**src/rtl/tone_poly_sequencer.sv**
```systemverilog
// tone_poly_sequencer: CH independent square-wave tone channels. Each channel
// is loaded with a period divider and a note length in tempo ticks. A shared
// prescaler makes the tempo tick, and a first-order sigma-delta mixer folds
// every channel into one bit.
//
// Ports:
//   clk_i, rst_i        clock, synchronous active-high reset
//   note_valid_i/ready  note load handshake; note_ch_i selects the channel
//   note_div_i          tone period in clk cycles (0/1 = rest)
//   note_dur_i          note length in tempo ticks (0 = no-op load)
//   abort_i[CH]         per-channel stop, outranks tick and load
//   tone_o[CH]          per-channel square wave
//   busy_o[CH]          channel is playing
//   mix_o               sigma-delta mix of all tone_o bits
//   tick_o              one-cycle tempo tick

// One tone channel: IDLE/PLAY state, period divider, duration and phase counter.
module tone_channel #(
    parameter int BW     = 24,
    parameter int DUR_BW = 8
) (
    input  logic              clk_i,
    input  logic              rst_i,
    input  logic              load_i,
    input  logic              abort_i,
    input  logic              tick_i,
    input  logic [BW-1:0]     div_i,
    input  logic [DUR_BW-1:0] dur_i,
    output logic              tone_o,
    output logic              busy_o
);
    typedef enum logic {IDLE, PLAY} state_t;

    state_t            state_q, state_d;
    logic [BW-1:0]     div_q, div_d, cnt_q, cnt_d;
    logic [DUR_BW-1:0] dur_q, dur_d;
    logic              rest;

    assign rest = div_q < BW'(2);

    always_ff @(posedge clk_i) begin
        if (rst_i) begin
            state_q <= IDLE;
            div_q   <= '0;
            dur_q   <= '0;
            cnt_q   <= '0;
        end else begin
            state_q <= state_d;
            div_q   <= div_d;
            dur_q   <= dur_d;
            cnt_q   <= cnt_d;
        end
    end

    always_comb begin
        state_d = state_q;
        div_d   = div_q;
        dur_d   = dur_q;
        cnt_d   = cnt_q;
        tone_o  = 1'b0;
        busy_o  = (state_q == PLAY);
        case (state_q)
            IDLE: begin
                cnt_d = '0;
                // A tick in the load cycle is ignored: IDLE never decrements.
                if (load_i && dur_i != '0) begin
                    state_d = PLAY;
                    div_d   = div_i;
                    dur_d   = dur_i;
                end
            end
            PLAY: begin
                // Odd periods round the high half down (low-biased duty).
                tone_o = !rest && (cnt_q < (div_q >> 1));
                if (rest || cnt_q == div_q - BW'(1))
                    cnt_d = '0;
                else
                    cnt_d = cnt_q + BW'(1);
                if (tick_i) begin
                    dur_d = dur_q - DUR_BW'(1);
                    if (dur_q == DUR_BW'(1)) begin
                        state_d = IDLE;
                        cnt_d   = '0;
                    end
                end
            end
            default: state_d = IDLE;
        endcase
        if (abort_i) begin
            state_d = IDLE;
            cnt_d   = '0;
        end
    end
endmodule

module tone_poly_sequencer #(
    parameter int          CH       = 4,
    parameter int          BW       = 24,
    parameter int          DUR_BW   = 8,
    parameter int unsigned TICK_DIV = 24'd2400000,
    localparam int         CHW      = (CH > 1) ? $clog2(CH) : 1
) (
    input  logic              clk_i,
    input  logic              rst_i,
    input  logic              note_valid_i,
    output logic              note_ready_o,
    input  logic [CHW-1:0]    note_ch_i,
    input  logic [BW-1:0]     note_div_i,
    input  logic [DUR_BW-1:0] note_dur_i,
    input  logic [CH-1:0]     abort_i,
    output logic [CH-1:0]     tone_o,
    output logic [CH-1:0]     busy_o,
    output logic              mix_o,
    output logic              tick_o
);
    localparam int PW = $clog2(TICK_DIV);
    localparam int AW = $clog2(CH) + 1;
    // Sum is acc (< CH) plus popcount (<= CH): one extra bit covers 2*CH-1.
    localparam int SW = AW + 1;

    logic [PW-1:0] pre_q;
    logic [CH-1:0] load;
    logic [AW-1:0] acc_q;
    logic [SW-1:0] sum;

    // Tempo prescaler
    assign tick_o = (pre_q == PW'(TICK_DIV - 1));

    always_ff @(posedge clk_i) begin
        if (rst_i || tick_o) pre_q <= '0;
        else                 pre_q <= pre_q + PW'(1);
    end

    // Ready is decoded per channel so an out-of-range note_ch_i simply
    // matches nothing instead of indexing past the vector.
    always_comb begin
        note_ready_o = 1'b0;
        for (int c = 0; c < CH; c++)
            if (note_ch_i == CHW'(c) && !busy_o[c] && !abort_i[c] && !rst_i)
                note_ready_o = 1'b1;
    end

    always_comb begin
        load = '0;
        for (int c = 0; c < CH; c++)
            load[c] = note_valid_i && note_ready_o && (note_ch_i == CHW'(c));
    end

    for (genvar c = 0; c < CH; c++) begin : g_ch
        tone_channel #(.BW(BW), .DUR_BW(DUR_BW)) u_ch (
            .clk_i   (clk_i),
            .rst_i   (rst_i),
            .load_i  (load[c]),
            .abort_i (abort_i[c]),
            .tick_i  (tick_o),
            .div_i   (note_div_i),
            .dur_i   (note_dur_i),
            .tone_o  (tone_o[c]),
            .busy_o  (busy_o[c])
        );
    end

    // Sigma-delta mixer: emit a 1 each time CH units of tone have accumulated.
    always_comb begin
        sum = SW'(acc_q);
        for (int c = 0; c < CH; c++)
            sum = sum + SW'(tone_o[c]);
    end

    always_ff @(posedge clk_i) begin
        if (rst_i) begin
            acc_q <= '0;
            mix_o <= 1'b0;
        end else if (sum >= SW'(CH)) begin
            acc_q <= AW'(sum - SW'(CH));
            mix_o <= 1'b1;
        end else begin
            acc_q <= AW'(sum);
            mix_o <= 1'b0;
        end
    end
endmodule
```
**config.mk**
```make
export PLATFORM = sky130hd
export DESIGN_NAME = tone_poly_sequencer
export DESIGN_NICKNAME = d
export VERILOG_FILES = /design/src/rtl/tone_poly_sequencer.sv
export SDC_FILE = /design/constraint.sdc
export NUM_CORES = 1
export LEC_CHECK = 0
export ABC_AREA = 1
export CAP_MARGIN = 20
export CORE_MARGIN = 8
export CORE_UTILIZATION = 50
export CTS_CLUSTER_SIZE = 16
export DETAILED_ROUTE_END_ITERATION = 10
export PLACE_DENSITY = 0.69
export REMOVE_ABC_BUFFERS = 1
export SETUP_SLACK_MARGIN = 0.02
export SLEW_MARGIN = 25
export SYNTH_ARGS = -nofsm -noshare
export SYNTH_HDL_FRONTEND = slang
export SYNTH_SLANG_ARGS = --single-unit
```
**constraint.sdc**
```tcl
create_clock -name clk_i -period 2.9 [get_ports clk_i]
set_input_delay 0.725 -clock clk_i [delete_from_list [all_inputs] [get_ports clk_i]]
set_output_delay 0.725 -clock clk_i [all_outputs]
set_load 0.01 [all_outputs]
```
==> insert_results.sql, run 1 <==
INSERT INTO impl_metrics (metric_group, metric, value, unit) VALUES
('sta', 'max_slew.worst_pin.slew', '594', 'ps'),
('floorplanning', 'floorplan.die_area', '41600', 'µm²'),
('final_layout', 'drive_gt1_share', '22.8', '%'),
('cts', 'cts_buffer_depth', '3', ''),
('setup_path', 'worst_case_reg_to_reg_path_depth', '16', ''),
('synthesis', 'synthesis.area_per_instance', '6.59', 'µm²'),
('worst_hold_path', 'hold_start', 'pre_q[0]', ''),
('sta', 'fin_ws', '-226', 'ps'),
('global_routing', 'grt_antenna_before_repair', '0', ''),
('placed_design', 'dp.cells', '3413', ''),
('synthesis', 'main_combinational_cell_family_by_area_after_synthesis', 'simple AND/OR/NAND/NOR gates', ''),
('setup_path', 'cp_common_cell', 'sky130_fd_sc_hd__buf_6', ''),
('run_status', 'status', 'finished, violations left', ''),
('routing', 'drc', '0', ''),
('sta', 'report.final.slew_viol_count', '0', ''),
('pwr', 'power_frac_clock', '42.3', '%'),
('sta', 'fmax', '320', 'MHz'),
('final_layout', 'most-common-layout-cells', '513 x sky130_fd_sc_hd__nand2_1, 401 x sky130_fd_sc_hd__nor2_1, 305 x sky130_fd_sc_hd__buf_4', ''),
('pwr', 'p_sw', '0.00272', 'W'),
('setup_path', 'start_kind', 'flip-flop', ''),
('final_layout', 'final_common_cell', 'sky130_fd_sc_hd__nand2_1', ''),
('floorplanning', 'floorplan.die.width', '204', 'µm'),
('final_layout', 'nets', '3154', ''),
('run_status', 'failed_checks', 'setup timing', ''),
('worst_hold_path', 'worst_hold_end', 'pre_q[0]', ''),
('routing', 'drtPass1Iterations', '8', ''),
('sta', 'final-setup-viol-count', '7', ''),
('global_routing', 'groute.layer.met3.usage', '3.58', '%'),
('routing', 'detail_route.wirelength', '55600', 'µm'),
('sta', 'tns', '-916', 'ps'),
('pwr', 'sequentialPowerShare', '38.5', '%'),
('setup_path', 'crit_start', 'g_ch[0].u_ch.div_q[20]', ''),
('floorplanning', 'core', '35200', 'µm²'),
('pwr', 'peakVddDrop', '0.415', 'mV'),
('final_layout', 'finalNonFillerCells', '3488', ''),
('cts', 'tritoncts_clock_tree', 'done', ''),
('sta', 'min_period_over_period', '108', '%'),
('placed_design', 'finalWeightedCongestion', '0.932', ''),
('synthesis', 'synth_xor_xnor_area_share', '7.20', '%'),
('setup_path', 'critical_path.reg2reg.endpoint', 'mix_o', ''),
('floorplanning', 'io_pins', '52', ''),
('global_routing', 'grt.met2_usage', '43.3', '%'),
('sta', 'grt_setup_unrepaired', 'true', ''),
('sta', 'hold_violations', '0', ''),
('cts', 'clkLatencyLatePin', '580', 'ps'),
('worst_hold_path', 'hold_path_depth', '1', ''),
('pwr', 'power.switching_fraction', '29.2', '%'),
('placed_design', 'dp_area', '20600', 'µm²'),
('routing', 'drt_iter0_markers', '1315', ''),
('floorplanning', 'start_util', '50.1', '%'),
('synthesis', 'synth-seq-cells', '254', ''),
('cts', 'cts_htree_levels', '1', ''),
('run', 'drv_cap', '0', ''),
('final_layout', 'final_cell_area', '22900', 'µm²'),
('final_layout', 'layout-area-overhead-vs-synth', '29.4', '%'),
('sta', 'finalCriticalPeriod', '3130', 'ps'),
('synthesis', 'unique_masters_post_synth', '53', ''),
('setup_path', 'crit_chain', 'inv_1 -> ha_4 -> a21oi_2 -> o21a_1 -> o221ai_2 -> a21oi_2 -> nand3_4 -> nor2_4 -> buf_6 -> buf_6 -> buf_6', ''),
('global_routing', 'first_global_vias', '18000', ''),
('synthesis', 'postSynthCellCount', '2680', ''),
('floorplanning', 'row_count', '69', ''),
('pwr', 'cellLeakagePower', '10.3', 'nW'),
('worst_hold_path', 'min-delay-path-class', 'flip-flop to flip-flop', ''),
('setup_path', 'timing.rr.start', 'g_ch[2].u_ch.div_q[23]', ''),
('synthesis', 'synth-compound-area-share', '13.7', '%'),
('cts', 'postCtsHoldBufs', '0', ''),
('global_routing', 'gr-usage-met1', '33.0', '%'),
('global_routing', 'grt-busiest-layer', 'met2', ''),
('cts', 'tritoncts_num_sinks', '254', ''),
('setup_path', 'worst-path-max-fanout', '2', ''),
('global_routing', 'grt_pass1_wl', '88400', 'µm');
critical path, delay by kind of cell, from the launching register on:
family                     cells  cell delay, ps
adders and majority gates      1             230
buffers and inverters          4             360
AOI/OAI and AO/OA              4             600
DFF                            1             320
and+or+nand+nor                2             290
kinds of logic (layout without fill, tap and decap cells):
family | after synthesis | count (layout)
AND/OR/NAND/NOR | 1329 | 1329
AO/OA/AOI/OAI | 449 | 449
buffers and inverters | 397 | 744
flip-flops | 254 | 254
XOR/XNOR | 142 | 142
adder cells (fa/ha/maj) | 109 | 109
worst max-delay path by stage:
stage,end,slack (ps)
global route,tone_o[0],-350
CTS,mix_o,-260
finish,tone_o[0],-230
floorplan,pre_q[16],-370
global placement,mix_o,-330
detailed placement,mix_o,-400
through the flow:
step	utilization, %	total power [W]	worst slack (ps)	hold slack, ps
2_1_floorplan	-	0.00473	-374	413
3_3_place_gp	58.6	0.00530	-327	424
3_5_place_dp	58.6	0.00533	-396	433
4_1_cts	63.0	0.00927	-260	446
5_1_grt	64.9	0.00969	-347	483
6_report	64.9	0.00931	-226	450
power groups by stage:
stage          combinational (W)  clock, W  sequential (W)
2_1_floorplan            0.00107         0         0.00366
3_3_place_gp             0.00165         0         0.00365
3_5_place_dp             0.00168         0         0.00365
4_1_cts                  0.00171   0.00398         0.00358
5_1_grt                  0.00199   0.00412         0.00359
6_report                 0.00179   0.00394         0.00358
what timing repair did:
action / 4_1_cts / 5_1_grt
pin swaps: 38 / 43
buffers inserted: 10 / 11
endpoints found under the setup margin: 9 / 9
resized for setup: 143 / 139
hold endpoints to repair: 0 / 0
synthesized netlist by cell type, drive strengths merged:
| cell | n | area, µm² |
|---|---|---|
| o211ai | 17 | 128 |
| ha | 106 | 1330 |
| a31oi | 1 | 6.26 |
| inv | 319 | 1200 |
| o221ai | 9 | 78.8 |
| nor3 | 63 | 355 |
| xnor2 | 45 | 394 |
| nor4 | 20 | 131 |
| nand4 | 56 | 350 |
| o21bai | 10 | 75.1 |
| nand3 | 167 | 881 |
| xnor3 | 2 | 45.0 |
| and3 | 4 | 25.0 |
| and2 | 4 | 27.5 |
| dfxtp | 254 | 5080 |
| nand2 | 537 | 2050 |
| nor3b | 2 | 15.0 |
| a31o | 1 | 8.76 |
| a211oi | 2 | 15.0 |
| a21o | 1 | 7.51 |
| clkinv | 3 | 12.5 |
| a21oi | 180 | 905 |
| nor2 | 438 | 1760 |
| o21a | 7 | 52.6 |
| o22ai | 5 | 31.3 |
| or3 | 1 | 6.26 |
| xor2 | 95 | 832 |
| a21boi | 3 | 26.3 |
| or2 | 17 | 106 |
| o21ai | 213 | 1080 |
| nand3b | 20 | 150 |
| fa | 3 | 60.1 |
| clkbuf | 34 | 128 |
| buf | 41 | 309 |
registers in the layout, indices dropped and copies added, names as in the netlist:
register,flops
g_ch.u_ch.dur_q,32
mix_o,1
g_ch.u_ch.div_q,96
g_ch.u_ch.busy_o,4
pre_q,22
g_ch.u_ch.cnt_q,96
acc_q,3
layer usage:
| metal | vias to the layer above | part of all wire, % |
|---|---|---|
| met5 | - | 0 |
| met3 | 119 | 5.6 |
| met2 | 574 | 47 |
| met4 | 0 | 3.7 |
| met1 | 8617 | 44 |
| li1 | 9412 | - |
final cells by class:
type                            count  area (µm²)
Tap cell                          461         577
Fill cell                        3107       12400
Inverter                          322        1210
Clock inverter                     11         133
Clock buffer                       44         885
Sequential cell                   254        5180
Timing Repair Buffer              367        2990
Multi-Input combinational cell   2029       11900
No activity file was read; power rests on OpenSTA's default activity.
==> run 2: changes to the inputs <==
ABC_CLOCK_PERIOD_IN_PS = 2900   (was unset)
CORE_MARGIN = unset   (was 8)
CTS_BUF_LIST = sky130_fd_sc_hd__clkbuf_4   (was unset)
==> insert_results.sql, run 2 (same netlist as run 1, synthesis figures left out) <==
INSERT INTO impl_metrics (metric_group, metric, value, unit) VALUES
('global_routing', 'grt_antenna_before_repair', '1', ''),
('sta', 'skew', '59.8', 'ps'),
('cts', 'clkLatencyLatePin', '760', 'ps'),
('routing', 'drc', '0', ''),
('setup_path', 'timing.rr.start', 'g_ch[0].u_ch.div_q[22]', ''),
('placed_design', 'place_hpwl', '41200', 'µm'),
('global_routing', 'grt_pass1_wl', '89200', 'µm'),
('routing', 'drtPass1Iterations', '6', ''),
('placed_design', 'finalWeightedCongestion', '0.938', ''),
('sta', 'finalCriticalPeriod', '3250', 'ps'),
('final_layout', 'nets', '3216', ''),
('floorplanning', 'die_y', '190', 'µm'),
('sta', 'hold_violations', '0', ''),
('global_routing', 'grt.met2_usage', '50.9', '%'),
('global_routing', 'gr-total-overflow', '0', ''),
('worst_hold_path', 'hold_start', 'g_ch[3].u_ch.div_q[11]', ''),
('floorplanning', 'floorplan.die.width', '190', 'µm'),
('cts', 'cts.root.buffer_cell', 'sky130_fd_sc_hd__clkbuf_4', ''),
('global_routing', 'globalRouteTotalUtil', '30.6', '%'),
('cts', 'postCtsHoldBufs', '0', ''),
('pwr', 'peakVddDrop', '0.306', 'mV'),
('setup_path', 'cp_common_cell', 'sky130_fd_sc_hd__buf_4', ''),
('run', 'drv_cap', '0', ''),
('cts', 'tritoncts_num_sinks', '254', ''),
('global_routing', 'first_global_vias', '18500', ''),
('run_status', 'status', 'finished, violations left', ''),
('sta', 'grt_setup_unrepaired', 'true', ''),
('final_layout', 'top_regs', 'g_ch.u_ch.cnt_q: 96 flops, g_ch.u_ch.div_q: 96 flops, g_ch.u_ch.dur_q: 32 flops', ''),
('final_layout', 'layout-area-overhead-vs-synth', '28.6', '%'),
('placed_design', 'io_buffers', '51', ''),
('global_routing', 'grt_start_max_net_pins', '50', ''),
('setup_path', 'worstPathArrival', '2520', 'ps'),
('sta', 'fin_ws', '-348', 'ps'),
('routing', 'detail_route.wirelength', '54900', 'µm'),
('cts', 'cts_inserted_buffers', '75', ''),
('cts', 'tritoncts_clock_tree', 'done', ''),
('run_status', 'failed_checks', 'setup timing', ''),
('setup_path', 'critical_path.slowest_cell', 'sky130_fd_sc_hd__dfxtp_1', ''),
('global_routing', 'groute.layer.met3.usage', '4.02', '%'),
('cts', 'clk_pin_slew_worst_paths', '70', 'ps'),
('floorplanning', 'row_count', '68', ''),
('sta', 'min_period_over_period', '112', '%'),
('sta', 'fmax', '308', 'MHz'),
('placed_design', 'dp_area', '20600', 'µm²'),
('final_layout', 'final_cell_area', '22700', 'µm²'),
('sta', 'worst_slew_margin_rel', '63.1', '%'),
('floorplanning', 'core', '34600', 'µm²'),
('final_layout', 'final_common_cell', 'sky130_fd_sc_hd__nand2_1', ''),
('setup_path', 'required', '2170', 'ps'),
('cts', 'cts_buffer_depth', '3', ''),
('setup_path', 'start_kind', 'flip-flop', ''),
('floorplanning', 'start_util', '51.0', '%'),
('routing', 'num_vias', '19100', ''),
('global_routing', 'grt-busiest-layer', 'met2', ''),
('setup_path', 'worst-path-max-fanout', '3', ''),
('sta', 'max_slew.worst_pin.slew', '551', 'ps'),
('routing', 'drt_iter0_markers', '1467', ''),
('routing', 'route.detailed.wl_per_inst', '15.4', 'µm'),
('routing', 'remaining_antenna_violation_count_after_routing', '0', ''),
('setup_path', 'worstSetupPathType', 'flip-flop to primary output', ''),
('final_layout', 'most-common-layout-cells', '515 x sky130_fd_sc_hd__nand2_1, 403 x sky130_fd_sc_hd__nor2_1, 326 x sky130_fd_sc_hd__buf_4', ''),
('floorplanning', 'floorplan.die_area', '36100', 'µm²'),
('pwr', 'power_density', '388', 'nW/µm²'),
('setup_path', 'crit_start', 'g_ch[0].u_ch.div_q[19]', ''),
('routing', 'via_to_cell_ratio', '5.34', ''),
('final_layout', 'drive_gt1_share', '23.2', '%'),
('setup_path', 'end_kind', 'primary output', ''),
('global_routing', 'gr-usage-met1', '39.2', '%'),
('worst_hold_path', 'min-delay-path-class', 'flip-flop to flip-flop', ''),
('sta', 'final-setup-viol-count', '7', ''),
('pwr', 'cellLeakagePower', '10.4', 'nW'),
('setup_path', 'crit_chain', 'inv_1 -> ha_1 -> nand2_1 -> o21a_1 -> o221ai_4 -> a21oi_2 -> nand3_2 -> nor2_4 -> buf_4 -> buf_4', ''),
('sta', 'report.final.slew_viol_count', '0', ''),
('setup_path', 'max_stage_delay', '330', 'ps'),
('placed_design', 'dp_slack', '-392', 'ps'),
('cts', 'cts_htree_levels', '3', ''),
('floorplanning', 'io_pins', '52', '');
## run 2: final cells by class
type | instances | area [µm²]
multi-input cells | 2029 | 11700
clock inverters | 28 | 163
repair buffers | 384 | 3100
diodes | 1 | 2.50
fillers | 3005 | 11900
well taps | 455 | 569
flip-flops and latches | 254 | 5150
inverters | 322 | 1210
clock buffers | 104 | 781
## run 2: layer usage
metal	vias up	part of all wire [%]
li1	9593	-
met1	8777	44
met2	600	46
met3	120	5.8
met4	0	3.9
met5	-	0
## run 2: worst max-delay path: cells and delay by family, from the launching register on
family | cells | cell delay [ps]
AND/OR/NAND/NOR | 3 | 430
AO/OA/AOI/OAI | 3 | 410
flip-flops | 1 | 330
buffers and inverters | 3 | 300
adder cells (fa/ha/maj) | 1 | 290
## run 2: worst paths after layout
check / to / slack [ps] / cells past startpoint
max: tone_o[0] / -350 / 10
min reg2reg: g_ch[3].u_ch.div_q[11] / 480 / 2
min: g_ch[3].u_ch.div_q[11] / 480 / 2
max reg2reg: mix_o / -320 / 15
## run 2: stage by stage
| step | utilization, % | hold WS [ps] | instances | total power (W) | setup TNS, ps |
|---|---|---|---|---|---|
| 2_1_floorplan | - | 413 | 2605 | 0.00473 | -5020 |
| 3_3_place_gp | 59.6 | 425 | 3410 | 0.00529 | -1090 |
| 3_5_place_dp | 59.6 | 437 | 3410 | 0.00533 | -1370 |
| 4_1_cts | 64.2 | 416 | 3560 | 0.00885 | -1810 |
| 5_1_grt | 65.6 | 499 | 3577 | 0.00932 | -2710 |
| 6_report | 65.6 | 480 | 3577 | 0.00882 | -1840 |
## run 2: what timing repair did
action                     in CTS  in global routing
gates resized for setup       147                 73
buffers inserted               18                 16
gates cloned                    0                  0
pin swaps                      48                 46
setup endpoints to repair       9                  9
hold endpoints to repair        0                  0
## run 2: power by group
part | internal [W] | switching, W | total [W]
registers | 0.00354 | 0.0000359 | 0.00358
clock network | 0.00184 | 0.00164 | 0.00347
logic | 0.000679 | 0.00109 | 0.00177
total | 0.00606 | 0.00276 | 0.00882
==> run 3: changes to the inputs <==
GPL_ROUTABILITY_DRIVEN = 0   (was unset)
MAX_ROUTING_LAYER = met4   (was unset)
==> insert_results.sql, run 3 (same netlist as run 1, synthesis figures left out) <==
INSERT INTO impl_metrics (metric_group, metric, value, unit) VALUES
('global_routing', 'first_global_vias', '18600', ''),
('floorplanning', 'start_util', '51.0', '%'),
('floorplanning', 'row_count', '68', ''),
('placed_design', 'dp_area', '20800', 'µm²'),
('sta', 'min_period_over_period', '110', '%'),
('final_layout', 'most-common-layout-cells', '513 x sky130_fd_sc_hd__nand2_1, 402 x sky130_fd_sc_hd__nor2_1, 330 x sky130_fd_sc_hd__buf_4', ''),
('floorplanning', 'die_y', '190', 'µm'),
('run_status', 'status', 'finished, violations left', ''),
('sta', 'hold_violations', '0', ''),
('global_routing', 'gr-usage-met1', '38.3', '%'),
('final_layout', 'nets', '3220', ''),
('global_routing', 'grt_start_max_net_pins', '68', ''),
('placed_design', 'place_hpwl', '40900', 'µm'),
('pwr', 'cellLeakagePower', '10.4', 'nW'),
('routing', 'via_to_cell_ratio', '5.37', ''),
('final_layout', 'fillcell_total', '2977', ''),
('global_routing', 'grt-busiest-layer', 'met2', ''),
('setup_path', 'end_kind', 'primary output', ''),
('cts', 'tritoncts_num_sinks', '254', ''),
('global_routing', 'globalRouteTotalUtil', '31.3', '%'),
('final_layout', 'drive_gt1_share', '23.7', '%'),
('floorplanning', 'floorplan.die_area', '36100', 'µm²'),
('cts', 'tritoncts_clock_tree', 'done', ''),
('final_layout', 'layout-area-overhead-vs-synth', '28.5', '%'),
('routing', 'route.detailed.wl_per_inst', '15.2', 'µm'),
('routing', 'drt_iter0_markers', '1615', ''),
('setup_path', 'worstPathArrival', '2480', 'ps'),
('run', 'drv_cap', '0', ''),
('setup_path', 'start_kind', 'flip-flop', ''),
('final_layout', 'final_cell_area', '22700', 'µm²'),
('final_layout', 'finished_core_util', '65.5', '%'),
('cts', 'cts_buffer_depth', '3', ''),
('placed_design', 'dp_slack', '-396', 'ps'),
('run_status', 'failed_checks', 'setup timing', ''),
('setup_path', 'worstSetupPathType', 'flip-flop to primary output', ''),
('global_routing', 'groute.layer.met3.usage', '4.50', '%'),
('pwr', 'peakVddDrop', '0.268', 'mV'),
('global_routing', 'grt_pass1_wl', '88800', 'µm'),
('worst_hold_path', 'min-delay-path-class', 'flip-flop to flip-flop', ''),
('global_routing', 'gr-total-overflow', '0', ''),
('floorplanning', 'floorplan.die.width', '190', 'µm'),
('setup_path', 'required', '2170', 'ps'),
('cts', 'clk_pin_slew_worst_paths', '70', 'ps'),
('cts', 'cts_htree_levels', '3', ''),
('global_routing', 'grt.met2_usage', '50.5', '%'),
('routing', 'remaining_antenna_violation_count_after_routing', '0', ''),
('final_layout', 'top_regs', 'g_ch.u_ch.cnt_q: 96 flops, g_ch.u_ch.div_q: 96 flops, g_ch.u_ch.dur_q: 32 flops', ''),
('sta', 'skew', '62.2', 'ps'),
('cts', 'cts_inserted_buffers', '73', ''),
('cts', 'postCtsHoldBufs', '0', ''),
('setup_path', 'reg2reg_setup_slack', '-280', 'ps'),
('sta', 'fmax', '312', 'MHz'),
('final_layout', 'final_common_cell', 'sky130_fd_sc_hd__nand2_1', ''),
('routing', 'detail_route.wirelength', '54300', 'µm'),
('routing', 'drtPass1Iterations', '6', ''),
('placed_design', 'io_buffers', '51', ''),
('pwr', 'total_power', '0.00860', 'W'),
('sta', 'worst_slew_margin_rel', '60.6', '%'),
('floorplanning', 'io_pins', '52', ''),
('sta', 'grt_setup_unrepaired', 'true', ''),
('global_routing', 'grt_antenna_before_repair', '1', ''),
('pwr', 'power_density', '379', 'nW/µm²'),
('sta', 'report.final.slew_viol_count', '0', ''),
('sta', 'max_slew.worst_pin.slew', '590', 'ps'),
('sta', 'fin_ws', '-304', 'ps'),
('sta', 'tns', '-1610', 'ps'),
('cts', 'clkLatencyLatePin', '750', 'ps'),
('sta', 'finalCriticalPeriod', '3200', 'ps'),
('floorplanning', 'core', '34600', 'µm²'),
('routing', 'num_vias', '19100', ''),
('routing', 'drc', '0', ''),
('setup_path', 'worst-path-max-fanout', '2', ''),
('sta', 'final-setup-viol-count', '7', ''),
('cts', 'cts.root.buffer_cell', 'sky130_fd_sc_hd__clkbuf_4', '');
==> run 3: cell types whose count changed in the layout (fill, tap and decap cells not counted), moves of 4 or more <==
| cell | delta |
|---|---|
| sky130_fd_sc_hd__nand3_1 | -4 |
| sky130_fd_sc_hd__buf_6 | +4 |
| sky130_fd_sc_hd__inv_1 | -8 |
| sky130_fd_sc_hd__a21oi_1 | -6 |
| sky130_fd_sc_hd__buf_4 | +4 |
| sky130_fd_sc_hd__ha_4 | -6 |
| sky130_fd_sc_hd__clkinv_2 | -4 |
| sky130_fd_sc_hd__ha_1 | +8 |
| sky130_fd_sc_hd__dfxtp_2 | -4 |
| sky130_fd_sc_hd__clkinv_1 | -12 |
| sky130_fd_sc_hd__inv_2 | +5 |
| sky130_fd_sc_hd__a21oi_2 | +7 |
==> run 3: through the flow <==
| step | hold WS (ps) | cells |
|---|---|---|
| floorplan | 413 | 2605 |
| global placement | 423 | 3428 |
| finish | 442 | 3565 |
| detailed placement | 443 | 3428 |
| CTS | 416 | 3558 |
| global route | 456 | 3565 |
==> run 3: power by group <==
group / leakage, nW / internal, W / switching [W]
Sequential: 2.08 / 0.00354 / 0.0000396
Clock: 0.511 / 0.00168 / 0.00156
Combinational: 7.82 / 0.000676 / 0.00110
==> run 3: timing repair <==
item | in CTS | in global routing
buffers inserted | 16 | 7
setup endpoints to repair | 9 | 30
pin swaps | 38 | 44
gates resized for setup | 135 | 120
==> run 3: worst max-delay path, cell delays in order (launching register included) <==
cell and delay, ps:
sky130_fd_sc_hd__dfxtp_1 330, sky130_fd_sc_hd__inv_1 80, sky130_fd_sc_hd__ha_4 230, sky130_fd_sc_hd__a21oi_2 120, sky130_fd_sc_hd__nor3_1 60, sky130_fd_sc_hd__nor3_1 180
sky130_fd_sc_hd__o21ai_1 130, sky130_fd_sc_hd__a21oi_2 140, sky130_fd_sc_hd__nand3_2 130, sky130_fd_sc_hd__nor2_4 130, sky130_fd_sc_hd__buf_4 130, sky130_fd_sc_hd__buf_6 90
==> run 3: metal layers <==
| layer | wire, µm | vias to the layer above |
|---|---|---|
| met5 | 0 | - |
| met1 | 23800 | 8812 |
| li1 | - | 9598 |
| met3 | 3220 | 132 |
| met4 | 2120 | 0 |
| met2 | 25100 | 599 |
==> run 3: path summary, 6_finish.rpt <==
check | start | endpoint | depth (start not counted)
hold / removal | pre_q[0] | pre_q[0] | 1
setup reg to reg | g_ch[2].u_ch.div_q[19] | mix_o | 15
setup / recovery | g_ch[2].u_ch.div_q[22] | tone_o[2] | 11
hold reg to reg | pre_q[0] | pre_q[0] | 1
==> run 3: cell type report <==
class / count / area, µm² / share of cell area, %
Sequential cell: 254 / 5160 / 22.7
Multi-Input combinational cell: 2029 / 11800 / 51.8
Inverter: 322 / 1220 / 5.36
Clock buffer: 102 / 766 / 3.37
Tap cell: 455 / 569 / 2.51
Clock inverter: 12 / 76.3 / 0.336
Antenna cell: 1 / 2.50 / 0.0110
Timing Repair Buffer: 390 / 3150 / 13.9
